==> src/rtl/uart_seq_player.sv <==
// Byte-sequence player: replays a loadable byte table into a uart_tx byte port with gap/loop/abort/timeout.
// Latency: start -> first tx_data_vld_o = 2 cycles; byte-to-byte = tx time + gap_i + 2 cycles (gap_i >= 1).
// Backpressure: holds tx_data_vld_o until tx_data_rdy_i drops (accept); gives up after TMO_CYCLES with tmo_err_o.
module uart_seq_player #(
    parameter int DATA_WIDTH = 8,
    parameter int DEPTH      = 64,
    parameter int GAP_WIDTH  = 16,
    parameter int TMO_CYCLES = 4096,
    localparam int AW        = $clog2(DEPTH)
) (
    input  logic                  clk_i,
    input  logic                  rst_n_i,
    input  logic                  tbl_wr_en_i,
    input  logic [AW-1:0]         tbl_wr_addr_i,
    input  logic [DATA_WIDTH-1:0] tbl_wr_data_i,
    input  logic [AW:0]           len_i,
    input  logic [GAP_WIDTH-1:0]  gap_i,
    input  logic [15:0]           pass_i,
    input  logic                  start_i,
    input  logic                  stop_i,
    input  logic                  tx_data_rdy_i,
    output logic [DATA_WIDTH-1:0] tx_data_o,
    output logic                  tx_data_vld_o,
    output logic                  busy_o,
    output logic                  done_o,
    output logic                  abort_o,
    output logic                  tmo_err_o,
    output logic [AW-1:0]         byte_idx_o,
    output logic [15:0]           pass_cnt_o
);

    localparam int          TW       = $clog2(TMO_CYCLES + 1);
    localparam logic [TW-1:0] TMO_LAST = TW'(TMO_CYCLES - 1);
    localparam logic [AW:0] DEPTH_L  = (AW + 1)'(DEPTH);

    typedef enum logic [2:0] {
        S_IDLE,
        S_READ,
        S_SEND,
        S_WAIT_TX,
        S_GAP,
        S_NEXT,
        S_DONE
    } state_t;

    state_t                  state_q;
    logic [DATA_WIDTH-1:0]   tbl_mem [DEPTH];
    logic [AW:0]             len_q;
    logic [GAP_WIDTH-1:0]    gap_q;
    logic [GAP_WIDTH-1:0]    gap_cnt_q;
    logic [15:0]             pass_q;
    logic [15:0]             pass_cnt_q;
    logic [AW-1:0]           idx_q;
    logic [TW-1:0]           tmo_cnt_q;
    logic                    stop_pend_q;
    logic [DATA_WIDTH-1:0]   tx_data_q;
    logic                    vld_q;
    logic                    busy_q;
    logic                    done_q;
    logic                    abort_q;
    logic                    tmo_err_q;

    logic                    last_byte;
    logic                    stop_req;
    logic [15:0]             pass_cnt_d;
    logic                    pass_done;
    logic [AW:0]             len_d;

    // Table storage: plain write port, not reset; contents are only meaningful once loaded.
    always_ff @(posedge clk_i) begin
        if (tbl_wr_en_i) begin
            tbl_mem[tbl_wr_addr_i] <= tbl_wr_data_i;
        end
    end

    // Pass bookkeeping and start-time length clamp (lengths above DEPTH would never hit the last index).
    always_comb begin
        last_byte  = ({1'b0, idx_q} == (len_q - (AW + 1)'(1)));
        stop_req   = stop_i | stop_pend_q;
        pass_cnt_d = (pass_cnt_q == 16'hFFFF) ? pass_cnt_q : pass_cnt_q + 16'd1;
        pass_done  = (pass_q != 16'd0) && (pass_cnt_d == pass_q);
        len_d      = (len_i > DEPTH_L) ? DEPTH_L : len_i;
    end

    // Playback FSM; every output is a register updated here.
    always_ff @(posedge clk_i or negedge rst_n_i) begin
        if (!rst_n_i) begin
            state_q     <= S_IDLE;
            len_q       <= '0;
            gap_q       <= '0;
            gap_cnt_q   <= '0;
            pass_q      <= '0;
            pass_cnt_q  <= '0;
            idx_q       <= '0;
            tmo_cnt_q   <= '0;
            stop_pend_q <= 1'b0;
            tx_data_q   <= '0;
            vld_q       <= 1'b0;
            busy_q      <= 1'b0;
            done_q      <= 1'b0;
            abort_q     <= 1'b0;
            tmo_err_q   <= 1'b0;
        end else begin
            done_q <= 1'b0;
            case (state_q)
                S_IDLE: begin
                    busy_q <= 1'b0;
                    // A simultaneous stop suppresses the start entirely.
                    if (start_i && !stop_i) begin
                        len_q       <= len_d;
                        gap_q       <= gap_i;
                        pass_q      <= pass_i;
                        pass_cnt_q  <= '0;
                        tmo_err_q   <= 1'b0;
                        abort_q     <= 1'b0;
                        idx_q       <= '0;
                        stop_pend_q <= 1'b0;
                        busy_q      <= 1'b1;
                        state_q     <= (len_d == '0) ? S_DONE : S_READ;
                    end
                end
                S_READ: begin
                    if (stop_i) begin
                        abort_q <= 1'b1;
                        state_q <= S_DONE;
                    end else begin
                        // Read happens here so late table writes are still picked up.
                        tx_data_q <= tbl_mem[idx_q];
                        vld_q     <= 1'b1;
                        tmo_cnt_q <= '0;
                        state_q   <= S_SEND;
                    end
                end
                S_SEND: begin
                    if (!tx_data_rdy_i) begin
                        // Accepted: the byte is now on the line, so a stop must wait for it.
                        vld_q   <= 1'b0;
                        state_q <= S_WAIT_TX;
                        if (stop_i) begin
                            stop_pend_q <= 1'b1;
                        end
                    end else if (stop_i) begin
                        vld_q   <= 1'b0;
                        abort_q <= 1'b1;
                        state_q <= S_DONE;
                    end else if (tmo_cnt_q == TMO_LAST) begin
                        vld_q     <= 1'b0;
                        tmo_err_q <= 1'b1;
                        abort_q   <= 1'b1;
                        state_q   <= S_DONE;
                    end else begin
                        tmo_cnt_q <= tmo_cnt_q + TW'(1);
                    end
                end
                S_WAIT_TX: begin
                    if (tx_data_rdy_i) begin
                        if (stop_req) begin
                            abort_q <= 1'b1;
                            state_q <= S_DONE;
                        end else if (gap_q > GAP_WIDTH'(1)) begin
                            // The cycle rdy is seen high is already the first idle cycle.
                            gap_cnt_q <= gap_q - GAP_WIDTH'(1);
                            state_q   <= S_GAP;
                        end else begin
                            state_q <= S_NEXT;
                        end
                    end else if (stop_i) begin
                        stop_pend_q <= 1'b1;
                    end
                end
                S_GAP: begin
                    if (stop_i) begin
                        abort_q <= 1'b1;
                        state_q <= S_DONE;
                    end else if (gap_cnt_q == GAP_WIDTH'(1)) begin
                        state_q <= S_NEXT;
                    end else begin
                        gap_cnt_q <= gap_cnt_q - GAP_WIDTH'(1);
                    end
                end
                S_NEXT: begin
                    if (stop_i) begin
                        abort_q <= 1'b1;
                        state_q <= S_DONE;
                    end else if (last_byte) begin
                        pass_cnt_q <= pass_cnt_d;
                        idx_q      <= '0;
                        state_q    <= pass_done ? S_DONE : S_READ;
                    end else begin
                        idx_q   <= idx_q + AW'(1);
                        state_q <= S_READ;
                    end
                end
                S_DONE: begin
                    done_q      <= 1'b1;
                    busy_q      <= 1'b0;
                    vld_q       <= 1'b0;
                    stop_pend_q <= 1'b0;
                    state_q     <= S_IDLE;
                end
                default: begin
                    vld_q   <= 1'b0;
                    busy_q  <= 1'b0;
                    state_q <= S_IDLE;
                end
            endcase
        end
    end

    assign tx_data_o     = tx_data_q;
    assign tx_data_vld_o = vld_q;
    assign busy_o        = busy_q;
    assign done_o        = done_q;
    assign abort_o       = abort_q;
    assign tmo_err_o     = tmo_err_q;
    assign byte_idx_o    = idx_q;
    assign pass_cnt_o    = pass_cnt_q;

endmodule

==> config.mk <==
export PLATFORM = sky130hd
export DESIGN_NAME = uart_seq_player
export DESIGN_NICKNAME = d
export VERILOG_FILES = /design/src/rtl/uart_seq_player.sv
export SDC_FILE = /design/constraint.sdc
export NUM_CORES = 1
export LEC_CHECK = 0
export ABC_AREA = 1
export CORE_MARGIN = 10
export CORE_UTILIZATION = 55
export DETAILED_ROUTE_END_ITERATION = 6
export HOLD_SLACK_MARGIN = 0.02
export PLACE_DENSITY = 0.84
export SLEW_MARGIN = 15
export SYNTH_ARGS = -nofsm -noshare
export SYNTH_HDL_FRONTEND = slang
export SYNTH_SLANG_ARGS = --single-unit
==> constraint.sdc <==
create_clock -name clk_i -period 2.3 [get_ports clk_i]
set_clock_uncertainty 0.05 [all_clocks]
set_input_delay 0.23 -clock clk_i [delete_from_list [all_inputs] [get_ports clk_i]]
set_output_delay 0.23 -clock clk_i [all_outputs]
set_load 0.005 [all_outputs]
Yosys cells after proc, flatten, opt, wreduce, memory -nomap -nowiden
Memories as Yosys holds them, arrays and structs flattened. A register that Yosys moved wholly into a read port is not among the register bits.
Cells that the tools add are included.
{"block": "classes", "add_sub_neg": 6, "n_lt_le_gt_ge": 2, "n_eq_ne": 31, "muxes": 59, "bitwise_logic": 3, "n_reduce_logical": 28}
{"op": "16-bit 2-to-1 mux", "n": 9}
{"op": "16-bit one-hot mux with 2 select lines", "n": 2}
{"op": "13-bit 2-to-1 mux", "n": 4}
{"op": "3-bit 2-to-1 mux", "n": 12}
{"op": "16-bit by 1-bit subtractor with 16-bit output, second input constant", "n": 2}
{"op": "2-bit != test, second input constant", "n": 15}
{"op": "13-bit one-hot mux with 2 select lines", "n": 1}
{"op": "1-bit 2-to-1 mux", "n": 19}
{"op": "6-bit 2-to-1 mux", "n": 3}
{"op": "3-bit one-hot mux with 6 select lines", "n": 1}
{"op": "16-bit by 1-bit adder with 16-bit output, second input constant", "n": 1}
{"op": "16-bit by 1-bit == test with 1-bit output, second input constant", "n": 1}
{"op": "16-bit == test", "n": 1}
{"op": "16-bit == test, second input constant", "n": 1}
{"op": "16-bit by 1-bit > comparator with 1-bit output, second input constant", "n": 1}
{"op": "16-bit nonzero test", "n": 1}
{"op": "13-bit by 1-bit adder with 13-bit output, second input constant", "n": 1}
{"op": "13-bit by 12-bit == test with 1-bit output, second input constant", "n": 1}
{"op": "6-bit one-hot mux with 2 select lines", "n": 1}
{"op": "4-bit AND reduction", "n": 3}
{"op": "5-bit AND reduction", "n": 2}
{"op": "3-bit == test, second input constant", "n": 3}
{"op": "2-bit nonzero test", "n": 4}
{"op": "6-bit by 7-bit == test with 1-bit output", "n": 1}
{"op": "29 further kinds", "n": 39}
{"block": "word_totals", "ff_bits": 99, "mem_bits_rw": 512, "input_bits": 59, "output_inout_bits": 35, "memories": 1}
{"memory": "tbl_mem", "words": 64, "word_bits": 8, "rd": 1, "rd_clocked_by_memory_dff": 1, "wr": 1, "line_no": "47", "source": "logic [DATA_WIDTH-1:0] tbl_mem [DEPTH];"}

Longest topological paths before layout
{"block": "logic_depth", "ltp_word": 8, "ltp_mapped": 20, "depth_no_buf": 20}

Worst setup path after synthesis
OpenSTA, ideal clock, no wires.
{"block": "synth_timing", "path_kind": "input-to-reg", "start": "in tbl_wr_en_i", "end": "mem tbl_mem[32][0], enable pin", "setup_time_ps": 395, "arrival_time_ps": 1601, "required_ps": 1855, "slack_ps": 254, "cell_stages": 3, "n_path_buf": 1, "path_cell_list": "clkbuf_1 nand4_1 nor4_1"}
{"block": "synth_via", "elab_chain_cells": 2}
{"element": "from (decl)", "line_no": "13", "source": "input logic tbl_wr_en_i,"}
{"element": "1-bit 2-to-1 mux", "line_no": "71", "source": "if (tbl_wr_en_i) begin"}
{"element": "1-bit 2-to-1 mux (implied by the code)", "line_no": "72", "source": "tbl_mem[tbl_wr_addr_i] <= tbl_wr_data_i;"}
{"element": "to (decl)", "line_no": "47"}
No other way between the ends.

Worst setup path after layout
{"block": "layout_timing", "start": "reg idx_q[3] (netlist: byte_idx_o[3])", "end": "out byte_idx_o[3]"}
{"element": "from (decl)", "line_no": "53", "source": "logic [AW-1:0] idx_q;"}
{"element": "from (signal assigned)", "line_no": "190", "source": "idx_q <= idx_q + AW'(1);"}
{"element": "to (decl)", "line_no": "28", "source": "output logic [AW-1:0] byte_idx_o,"}
No word-level cell between the ends.

==> impl_metrics.ini <==
[cts]
clk_latency_ps = 660
clk_path_buf_depth = 3
numCtsBuffers = 59
tritoncts = done
cts-root-buf = clkbuf_16
clock_sinks = 619
path_clk_slew_ps = 70
htreeDepth = 2

[synth]
synth_nets = 2434
avgSynthCellArea_um2 = 11.2
synth.top_cell.area_share_pct = 58.1
yosysSeqAreaShare_pct = 68.3
yosys.area.top_type = edfxtp_1
synth.distinct_cells = 44
syn_area_mm2 = 0.0264
synth_area_leaders = edfxtp_1 58%, dfrtp_1 10%, o21ai_0 5.4%, nor2_1 4.9%, nand2_1 4.9%
synthArstFlopShare_pct = 17.3
synth_seq_cells = 619
ys_warn_count = 0
synth_ff_type = edfxtp_1
synth_edf_count = 512
synth_cells = 2367

[critical_path]
crit_required_ps = 2020
crit_path_start_kind = register
slowest_delay_ps = 640
arrival_ps = 1970
path_cells = buf_12 -> clkdlybuf4s50_1
crit_fanout = 34
crit_slowest_cell = clkdlybuf4s50_1
end_kind = output port
critPathKind = reg2out

[run]
cap_violations = 0

[timing]
setup_viol = 0
rsz0062_at_grt = yes
hold_ws_ps = 57.6
layout_min_cycle_time_ps = 2250
drv_slew = 0
worstMarginPinSlew_ps = 764
finalCritPeriodShare_pct = 98.0
slew_headroom_pct = 49.1
fmax_mhz = 444
finalHoldViolCount = 0

[outcome]
status = completed

[floorplanning]
initial_utilization_pct = 55.5
fp-row-count = 80
core_mm2 = 0.0476
die_x_um = 239
die_area_mm2 = 0.0572
num_io_pins = 94
fp.dieH_um = 239

[placed_design]
hpwl_um = 45400
placed_cell_area_mm2 = 0.0290
place_congestion = 0.951
port_buffers = 93

[drt]
routed_wl_um = 75400
ant_nets = 0
post_drt_wl_per_cell_um = 23.3
vias = 20600
drtIter0Drc = 3282
viasPerCell = 6.36
drt_pass1_iterations = 6
remaining_drc_errors = 0

[power]
power_leakage_uw = 0.0116
ir_drop_uv = 689
power_uw = 32200
power.density_mw_per_mm2 = 1020

[final_layout]
final_cell_mix = 512 x edfxtp_1, 341 x nand2_1, 336 x nor2_1, 279 x o21ai_0, 147 x buf_4
final_common_cell = edfxtp_1
syn_to_final_growth_pct = 19.0
diodes = 0
finalNetCount = 2640
layout-drive-gt1-share_pct = 13.6
final_area_mm2 = 0.0315

[worst_hold_path]
holdCritPathClass = in2reg

[global_route]
grt_pass1_wl_um = 113000
grt_pass1_vias = 20000
track_usage_pct = 25.2
antenna_found_initial = 1
overflow = 0
grt_start_max_net_pins = 65
[final cells by class]
type                            count  area (um^2)
Multi-Input combinational cell   1493         7550
Fill cell                        3295        16200
Timing Repair Buffer              273         2710
Clock inverter                     36          353
Tap cell                          615          769
Inverter                          127          494
Clock buffer                       72         1540
Sequential cell                   619        18100
[power by group]
| part | switching, uW | leakage [uW] | internal (uW) |
|---|---|---|---|
| Sequential | 671 | 0.00597 | 12900 |
| Clock | 4260 | 0.000920 | 5320 |
| Combinational | 5810 | 0.00473 | 3210 |
[worst paths after layout]
path                                  startpoint              to  slack, ps  cells past startpoint
max in group asynchronous                rst_n_i   pass_cnt_o[2]       1420                      3
worst min-delay path            tbl_wr_data_i[4]  tbl_mem[33][4]         60                      1
worst max-delay path               byte_idx_o[3]   byte_idx_o[3]         50                      2
worst max register to register     byte_idx_o[0]    tx_data_o[7]         60                     11
min in group asynchronous                rst_n_i        gap_q[3]         90                      2
worst min register to register      tx_data_o[6]    tx_data_o[6]        440                      2
[synth_stat cells (all sizes together), types with 20 or more instances]
cell type  instances
nor3              20
buf               36
o22ai            108
nor2             358
a21oi             72
edfxtp           512
inv              125
o221ai            69
nand4             22
clkbuf            92
dfrtp            107
o21ai            295
nand2            352
nand3            120
[layer usage]
metal	global-route usage (%)	wire length (um)	vias up
met5	0	0	-
met4	11.5	3300	0
li1	-	-	8951
met3	4.76	8940	259
met1	32.1	27300	9822
met2	41.4	35900	1552
[kinds of logic after synthesis]
group                    Yosys count  share of synthesized area [%]
AND/OR/NAND/NOR                  898                           14.4
flip-flops                       619                           68.3
AO/OA/AOI/OAI                    566                           12.5
buffers and inverters            255                           3.80
XOR/XNOR                          21                          0.696
adder cells (fa/ha/maj)            8                          0.379
[critical path: cells and delay by family (launching register included)]
family / cells / cell delay, ps
buffers and inverters: 2 / 900
flip-flops: 1 / 440
[state kept, by name (all words and copies together) (netlist names), 3 cells and up]
| register | flops |
|---|---|
| tbl_mem | 512 |
| gap_q | 16 |
| pass_q | 16 |
| byte_idx_o | 6 |
| tx_data_o | 8 |
| tmo_cnt_q | 13 |
| len_q | 7 |
| state_q | 3 |
| pass_cnt_o | 16 |
| gap_cnt_q | 16 |
[stage by stage]
stage          utilization, %  setup TNS (ps)  setup slack [ps]  instances
6_report                 66.1               0              47.1       3235
5_1_grt                  66.1            -299             -65.3       3235
4_1_cts                  65.1               0              19.1       3214
3_5_place_dp             60.9               0              44.8       3101
3_3_place_gp             60.9               0               107       3101
2_1_floorplan               -               0               254       2367
[timing repair]
item                                    CTS  global route
endpoints found under the hold margin    88             0
endpoints found under the setup margin    2            41
pin swaps                                 0            10
setup buffers                             2            17
gates resized for setup                   3            61
cloned                                    2             5
hold buffers                              1             0
(Power assumes the default switching activity.)
